[src/rtl/reg_serializer_pkg.sv]
// Shared definitions for the register serializer.
//   ST_IDLE / ST_SHIFT : state encoding values
//   state_e            : FSM state type built on those values
//   cnt_width(n)       : counter width able to hold 0..n-1, never narrower than 1 bit
package reg_serializer_pkg;

   localparam logic ST_IDLE  = 1'b0;
   localparam logic ST_SHIFT = 1'b1;

   typedef enum logic {
      IDLE  = ST_IDLE,
      SHIFT = ST_SHIFT
   } state_e;

   function automatic int cnt_width(input int n);
      return (n <= 2) ? 1 : $clog2(n);
   endfunction

endpackage

[src/rtl/reg_serializer_if.sv]
// Load and serial handshake bundle of the register serializer.
//   d, load_valid, load_ready           : parallel load handshake
//   ser_out, ser_valid, ser_last,
//   ser_ready                           : serial output handshake with backpressure
// slave is the serializer's view, master is the view of whatever drives it.
interface reg_serializer_if #(
   parameter int size = 8
);
   logic [size-1:0] d;
   logic            load_valid;
   logic            load_ready;
   logic            ser_out;
   logic            ser_valid;
   logic            ser_last;
   logic            ser_ready;

   modport master (
      output d, load_valid, ser_ready,
      input  load_ready, ser_out, ser_valid, ser_last
   );

   modport slave (
      input  d, load_valid, ser_ready,
      output load_ready, ser_out, ser_valid, ser_last
   );
endinterface

[src/rtl/reg_serializer_ser_bit_counter.sv]
// Bit position counter for the serializer.
//   clk, rst_n : clock, asynchronous active-low reset
//   clr        : return to 0 (wins over inc)
//   inc        : advance by one; saturates at size-1
//   count      : current bit position 0..size-1
//   at_last    : count is at size-1
module ser_bit_counter
   import reg_serializer_pkg::*;
#(
   parameter  int size = 8,
   localparam int CW   = cnt_width(size)
) (
   input  logic          clk,
   input  logic          rst_n,
   input  logic          clr,
   input  logic          inc,
   output logic [CW-1:0] count,
   output logic          at_last
);

   localparam logic [CW-1:0] LAST = CW'(size - 1);

   logic [CW-1:0] count_q, count_d;

   always_comb begin
      count_d = count_q;
      if (clr) begin
         count_d = '0;
      end else if (inc && !at_last) begin
         count_d = count_q + CW'(1);
      end
   end

   always_ff @(posedge clk or negedge rst_n) begin
      if (!rst_n) begin
         count_q <= '0;
      end else begin
         count_q <= count_d;
      end
   end

   assign count   = count_q;
   assign at_last = (count_q == LAST);

endmodule

[src/rtl/reg_serializer.sv]
// Parallel-to-serial converter: accepts a word over a valid/ready load
// handshake and emits it one bit per accepted serial beat. A new word may be
// accepted on the last beat of the current one, so words stream gap-free.
//   clk, rst_n : clock, asynchronous active-low reset
//   bus        : load and serial handshake (slave view)
//
// state | meaning
// IDLE  | no word held; load_ready=1, ser_valid=0
// SHIFT | word in flight; ser_out is the bit at the output end of shreg
module reg_serializer
   import reg_serializer_pkg::*;
#(
   parameter int size      = 8,
   parameter bit MSB_FIRST = 1'b1
) (
   input logic         clk,
   input logic         rst_n,
   reg_serializer_if.slave bus
);

   localparam int            CW   = cnt_width(size);
   localparam logic [CW-1:0] LAST = CW'(size - 1);

   state_e          state_q, state_d;
   logic [size-1:0] shreg_q, shreg_d;
   logic [CW-1:0]   count;
   logic            at_last;
   logic            cnt_clr;
   logic            cnt_inc;
   logic            ser_valid;
   logic            beat;

   ser_bit_counter #(.size(size)) u_cnt (
      .clk     (clk),
      .rst_n   (rst_n),
      .clr     (cnt_clr),
      .inc     (cnt_inc),
      .count   (count),
      .at_last (at_last)
   );

   // Outputs come only from registered state; d never reaches ser_*.
   assign ser_valid      = (state_q == SHIFT);
   assign beat           = ser_valid && bus.ser_ready;
   assign bus.ser_valid  = ser_valid;
   assign bus.ser_last   = ser_valid && (count == LAST);
   assign bus.ser_out    = ser_valid && (MSB_FIRST ? shreg_q[size-1] : shreg_q[0]);
   assign bus.load_ready = (state_q == IDLE) || (ser_valid && at_last && bus.ser_ready);

   always_comb begin
      state_d = state_q;
      shreg_d = shreg_q;
      cnt_clr = 1'b0;
      cnt_inc = 1'b0;
      unique case (state_q)
         IDLE: begin
            if (bus.load_valid) begin
               shreg_d = bus.d;
               cnt_clr = 1'b1;
               state_d = SHIFT;
            end
         end
         SHIFT: begin
            if (beat) begin
               if (!at_last) begin
                  shreg_d = MSB_FIRST ? (shreg_q << 1) : (shreg_q >> 1);
                  cnt_inc = 1'b1;
               end else if (bus.load_valid) begin
                  // last beat doubles as the load slot of the next word
                  shreg_d = bus.d;
                  cnt_clr = 1'b1;
               end else begin
                  cnt_clr = 1'b1;
                  state_d = IDLE;
               end
            end
         end
         default: state_d = IDLE;
      endcase
   end

   always_ff @(posedge clk or negedge rst_n) begin
      if (!rst_n) begin
         state_q <= IDLE;
         shreg_q <= '0;
      end else begin
         state_q <= state_d;
         shreg_q <= shreg_d;
      end
   end

endmodule

[src/flat_wrapper.sv]
// flat-port wrapper written by rule: the top's interface ports become plain ports
module reg_serializer_flat import reg_serializer_pkg::*;
#(
   parameter int size      = 8,
   parameter bit MSB_FIRST = 1'b1
)
  (clk, rst_n, bus_d, bus_load_valid, bus_ser_ready, bus_load_ready, bus_ser_out, bus_ser_valid, bus_ser_last);
  reg_serializer_if #(.size(size)) bus_i ();
  input logic clk;
  input logic rst_n;
  input wire logic [$bits(bus_i.d)-1:0] bus_d;
  input wire logic [$bits(bus_i.load_valid)-1:0] bus_load_valid;
  input wire logic [$bits(bus_i.ser_ready)-1:0] bus_ser_ready;
  output wire logic [$bits(bus_i.load_ready)-1:0] bus_load_ready;
  output wire logic [$bits(bus_i.ser_out)-1:0] bus_ser_out;
  output wire logic [$bits(bus_i.ser_valid)-1:0] bus_ser_valid;
  output wire logic [$bits(bus_i.ser_last)-1:0] bus_ser_last;
  assign bus_i.d = bus_d;
  assign bus_i.load_valid = bus_load_valid;
  assign bus_i.ser_ready = bus_ser_ready;
  assign bus_load_ready = bus_i.load_ready;
  assign bus_ser_out = bus_i.ser_out;
  assign bus_ser_valid = bus_i.ser_valid;
  assign bus_ser_last = bus_i.ser_last;
  reg_serializer #(.size(size), .MSB_FIRST(MSB_FIRST)) u_core (.clk(clk), .rst_n(rst_n), .bus(bus_i));
endmodule
[config.mk]
export PLATFORM = sky130hd
export DESIGN_NAME = reg_serializer_flat
export DESIGN_NICKNAME = d
export VERILOG_FILES = /design/src/rtl/reg_serializer_pkg.sv /design/src/rtl/reg_serializer_if.sv /design/src/rtl/reg_serializer_ser_bit_counter.sv /design/src/rtl/reg_serializer.sv /design/src/flat_wrapper.sv
export SDC_FILE = /design/constraint.sdc
export NUM_CORES = 1
export LEC_CHECK = 0
export ABC_AREA = 1
export BUFFER_PORTS_ARGS = -buffer_cell sky130_fd_sc_hd__buf_2
export CORE_MARGIN = 10
export CORE_UTILIZATION = 32
export DETAILED_ROUTE_END_ITERATION = 8
export GPL_TIMING_DRIVEN = 1
export PLACE_DENSITY = 0.51
export SYNTH_ARGS = -nofsm -noshare
export SYNTH_HDL_FRONTEND = slang
export SYNTH_SLANG_ARGS = --single-unit
[constraint.sdc]
create_clock -name clk -period 1.9 [get_ports clk]
set_clock_uncertainty 0.05 [all_clocks]
set_input_delay 0.095 -clock clk [delete_from_list [all_inputs] [get_ports clk]]
set_output_delay 0.095 -clock clk [all_outputs]
set_load 0.02 [all_outputs]
[After elaboration in Yosys (flattened, before gate mapping)]
Index checks and enable logic that the tools add are counted.
Operators by class
  div/mod/pow operators: 0
  reduce and logical (&&, ||, !) cells: 8
  shift operators: 0
  bitwise operators: 1
  $add $sub $neg: 1
  multiply operators: 0
  eq/ne operators: 2
  order comparisons: 0
  mux-type cells: 16
Operators with widths (count)
  $mux W8: 3
  $pmux W8 S2: 1
  $mux W1: 8
  $mux W3: 2
  $logic_and A1 B1 Y1: 5
  $pmux W1 S2: 2
  $add A3 B1 Y3 const B: 1
  $eq A3 B3 Y1 const B: 1
  $ne A2 B2 Y1 const B: 1
  $reduce_bool A2 Y1: 1
  $logic_not A1 Y1: 1
  $logic_or A1 B1 Y1: 1
  $not A1 Y1: 1
Storage, ports and cells
  bits in registers: 12
  memories kept: 0
  logic and storage cells: 31
  latch bits: 0
  output and inout port bits: 4
  memory bits (read-only): 0
  memory bits (writable): 0

[Depth between registers and ports, before layout]
  word-level depth: 7
  depth in mapped cells: 8
  gate-level depth less buffers: 8

[Modules after synthesis]
From an unflattened synthesis, not the netlist that was laid out.
Second synthesis, totals
  cells, all modules: 123
  area, all modules: 790.8 um^2
Modules (own cells, without submodules)
  reg_serializer: area each 615.6 um^2, instances 1, cells each 103, seq. area each 225.2 um^2
  ser_bit_counter: area each 175.2 um^2, instances 1, cells each 20, seq. area each 75.1 um^2

[Least setup slack after synthesis]
OpenSTA, ideal clock, no wires.
  path type: reg-to-reg
  from: register u_core.u_cnt.count_q[0], in the netlist u_core.u_cnt.count[0]
  to: register u_core.shreg_q[0]
  path slack: 0.479 ns
  arrival: 1.304 ns
  stages on the path, launching flop included: 7
  required time: 1.784 ns
  library setup time: 0.066 ns
  path through: dfrtp_1 ha_1 ha_1 nor2_4 nor2_1 nand3_1 nand2_1
On the way
  word-level cells in the longest chain between the ends: 4
Ends and longest elaborated chain
  start, declared: line reg_serializer_ser_bit_counter.sv:23  | logic [CW-1:0] count_q, count_d;
  start signal, assigned: line reg_serializer_ser_bit_counter.sv:38  | count_q <= count_d;
  $eq A3 B3 Y1: line reg_serializer_ser_bit_counter.sv:43  | assign at_last = (count_q == LAST);
  $mux W8: line reg_serializer.sv:65  | if (!at_last) begin
  $mux W8: line reg_serializer.sv:64  | if (beat) begin
  $pmux W8 S2: line reg_serializer.sv:55  | unique case (state_q)
  end signal, assigned: line reg_serializer.sv:88  | shreg_q <= shreg_d;
  end, declared: line reg_serializer.sv:25  | logic [size-1:0] shreg_q, shreg_d;
Every way passes these cells. The select of a mux whose other input is x is not followed.
A chain may end at the register's enable or synchronous reset.

[Worst setup path after layout]
  from: register u_core.u_cnt.count_q[0], in the netlist u_core.u_cnt.count[0]
  to: output port bus_load_ready
On the way
  word-level cells in the longest chain between the ends: 4
Ends and longest elaborated chain
  $eq A3 B3 Y1: line reg_serializer_ser_bit_counter.sv:43
  $logic_and A1 B1 Y1 (2 in a row): line reg_serializer.sv:48  | assign bus.load_ready = (state_q == IDLE) || (ser_valid && at_last && bus.ser_ready);
  $logic_or A1 B1 Y1: line reg_serializer.sv:48
  end, declared: line flat_wrapper.sv:14  | output wire logic [$bits(bus_i.load_ready)-1:0] bus_load_ready;
Every way passes these cells.

==> impl_metrics.yaml <==
run_status:
  status: "finished clean"
grt:
  vias_in_the_first_global_route: 656
  track_usage_pct: 8.143
  grt.overflow.total: 0
  global_route_wire_length_before_repair_mm: 2.835
  grt_antenna_before_repair: 0
  grt_max_degree: 13
yosys:
  synthCells: 102
  synthDistinctLibCells: 14
  mappedNetlistArea_sq_um: 713.2
  synth_top_flop_cell: "sky130_fd_sc_hd__dfrtp_1"
  synth.top_cells.by_area: "sky130_fd_sc_hd__dfrtp_1 42%, sky130_fd_sc_hd__nand2_1 26%, sky130_fd_sc_hd__nand3_1 12%, sky130_fd_sc_hd__inv_1 5.8%, sky130_fd_sc_hd__ha_1 3.5%"
  synth.top_cells.by_count: "49 x sky130_fd_sc_hd__nand2_1, 17 x sky130_fd_sc_hd__nand3_1, 12 x sky130_fd_sc_hd__dfrtp_1, 11 x sky130_fd_sc_hd__inv_1"
  syn_nets: 116
  synthesis.area_per_instance_sq_um: 6.992
  synth-async-reset-ratio_pct: 100.0
  library_cell_occupying_the_most_area_in_the_post_synthesis_netlist: "sky130_fd_sc_hd__dfrtp_1"
  yosysMostFrequentCell: "sky130_fd_sc_hd__nand2_1"
  yosysTopAreaCellShare_pct: 42.11
  synth_enable_flop_cells: 0
  seq_area_frac_synth_pct: 42.11
  synth.ff_latch_count: 12
  ys_warn_count: 0
clock_network:
  cells_resized_by_post_cts_repair: 0
  tritoncts: "built"
  cts-root-buf: "sky130_fd_sc_hd__clkbuf_4"
  clock_tree.htree_level_count: 1
  path_clk_slew_ns: 0.08
  later_pin_clock_latency_in_the_skew_report_ns: 0.27
  cts_inserted_buffers: 3
  cts.sink_count: 12
  cts.path.max_buffers: 2
  postCtsSetupRepairBufs: 0
critical_path:
  critical_path_class: "reg2out"
  cp_top_family: "adder cells"
  timing.rr.start: "u_core.u_cnt.count[0]"
  crit_fanout: 11
  worst-endpoint-required_ns: 1.75
  most_numerous_cell_on_the_critical_path: "sky130_fd_sc_hd__ha_1"
  setup.worst_path.end_class: "primary output"
  worstPathArrival_ns: 1.67
  timing.critical_path.slowest_stage_cell: "sky130_fd_sc_hd__dfrtp_1"
  critical-path-max-stage-delay_ns: 0.41
  worst_setup_path_start_kind: "flop"
  number_of_buffers_and_inverters_on_the_critical_path: 1
  crit_path_start: "u_core.u_cnt.count[0]"
  crit_path_cell_trace: "ha_1 > ha_1 > nor2_4 > nor2_1 > buf_2"
floorplan:
  die_area_sq_um: 4517
  initial_core_util_pct: 32.87
  fp.dieW_um: 67.21
  placeableCoreArea_sq_um: 2170
  floorplan.rows: 17
  io-pin-count: 16
  floorplan.die.height_um: 67.21
timing:
  fin_tns_setup_ns: 0
  rsz_0062_raised_after_global_routing: "false"
  number_of_failing_hold_endpoints_at_the_final_stage: 0
  layout_min_cycle_time_ns: 1.812
  period_share_pct: 95.37
  final_max_tran_viols: 0
  finalSetupViolations: 0
  worst_slew_pin_slew_ns: 0.3346
  highest_clock_rate_mhz: 551.9
  slew-limit-headroom_pct: 77.46
final_layout:
  fin_util_pct: 39.16
  layout-drive-gt1-share_pct: 20.83
  antenna_cells_inserted: 0
  areaGrowthSynthToFinish_pct: 19.12
  nNetsFinal: 136
pwr:
  power.density_nw_per_um2: 1074
  leakage_component_of_the_power_uw: 0.0004962
  ir_worst_vdd_mv: 0.5629
routing:
  drc: 0
  avg_vias_per_cell: 4.466
  final_antenna_net_count: 0
  vias: 661
  dr.pass1.iters: 4
  aggregate_routed_wire_length_mm: 1.660
  drt-wirelength-per-cell_um: 11.22
  drtIter0Drc: 18
job:
  number_of_max_capacitance_violations_reported: 0
placed_design:
  hpwlAfterDp_mm: 1.221
  placement.io_buffers: 15
  gp_congestion: 0.8080
worst_hold_path:
  min_from: "bus_ser_ready"
  min-delay-path-class: "in2reg"
-- worst register-to-register path, delay by kind of cell (launching register included) --
| kind | cells | cell delay [ns] |
|---|---|---|
| and+or+nand+nor | 5 | 0.44 |
| DFF | 1 | 0.41 |
| buffers and inverters | 1 | 0.07 |
| adders and majority gates | 2 | 0.44 |
-- sequential cells by signal, indices dropped and copies added (netlist names) --
signal / cells
u_core.u_cnt.count: 3
u_core.shreg_q: 8
u_core.bus.ser_valid: 1
-- path summary, 6_finish.rpt --
check                                    end  slack (ns)  cells past startpoint
max                           bus_load_ready        0.09                      5
min                        u_core.shreg_q[1]        0.08                      4
max reg2reg                u_core.shreg_q[0]        0.39                      8
min reg2reg                u_core.shreg_q[0]        0.44                      2
max in group asynchronous  u_core.shreg_q[5]        1.40                      2
min in group asynchronous  u_core.shreg_q[2]        0.18                      2
-- where the power goes --
group	switching (uW)	internal (uW)	total [uW]
Sequential	65.9	345	411
Combinational	202	140	342
Clock	86.5	73.4	160
-- cells by family after synthesis --
| family | share of synthesized area [%] |
|---|---|
| AND/OR/NAND/NOR | 42.28 |
| adder cells (fa/ha/maj) | 3.508 |
| AO/OA/AOI/OAI | 1.929 |
| flip-flops | 42.11 |
| buffers and inverters | 10.18 |
-- metrics by stage --
stage                     power [uW]  instance area [sq um]  setup slack (ns)  instances  hold slack [ns]
after detailed placement       760.2                  807.0            0.3786        143         -0.05288
after floorplan                676.6                  713.2            0.4791        102          -0.2506
final                          912.6                  849.6           0.08799        148          0.08165
after global placement         758.1                  807.0            0.4258        143         -0.05307
after global routing           994.9                  849.6          0.002901        148           0.1158
after CTS                      928.2                  849.6           0.06502        148          0.08003
-- layout make-up --
cell class	count	area, sq um
fillers	229	1320
repair buffers	18	102.6
clock buffers	3	22.52
well taps	28	35.03
multi-input cells	74	340.3
flip-flops and latches	12	300.3
inverters	13	48.80
-- layout by cell type, fill, tap and decap left out --
cell type / n
sky130_fd_sc_hd__dfrtp_1: 12
sky130_fd_sc_hd__o21ai_0: 1
sky130_fd_sc_hd__nand3_1: 17
sky130_fd_sc_hd__buf_2: 15
sky130_fd_sc_hd__inv_1: 11
sky130_fd_sc_hd__o21ai_2: 1
sky130_fd_sc_hd__inv_2: 2
sky130_fd_sc_hd__nor2_4: 2
sky130_fd_sc_hd__clkbuf_4: 3
sky130_fd_sc_hd__buf_4: 1
sky130_fd_sc_hd__nand2_2: 1
sky130_fd_sc_hd__nand2_1: 49
sky130_fd_sc_hd__nor2_1: 1
sky130_fd_sc_hd__ha_1: 2
sky130_fd_sc_hd__dlygate4sd3_1: 2
-- layer usage --
layer	up-vias	share of wire, %	track usage (%)
met5	-	0	0
met4	0	0.96	3.077
met3	2	9.0	4.628
met2	14	45	12.91
met1	296	45	8.900
li1	349	-	-
-- repair_timing --
| action | in CTS | in global routing |
|---|---|---|
| hold buffers | 2 | 0 |
| endpoints found under the setup margin | 0 | 0 |
| hold endpoints to repair | 13 | 0 |
No activity file was read; power rests on OpenSTA's default activity.
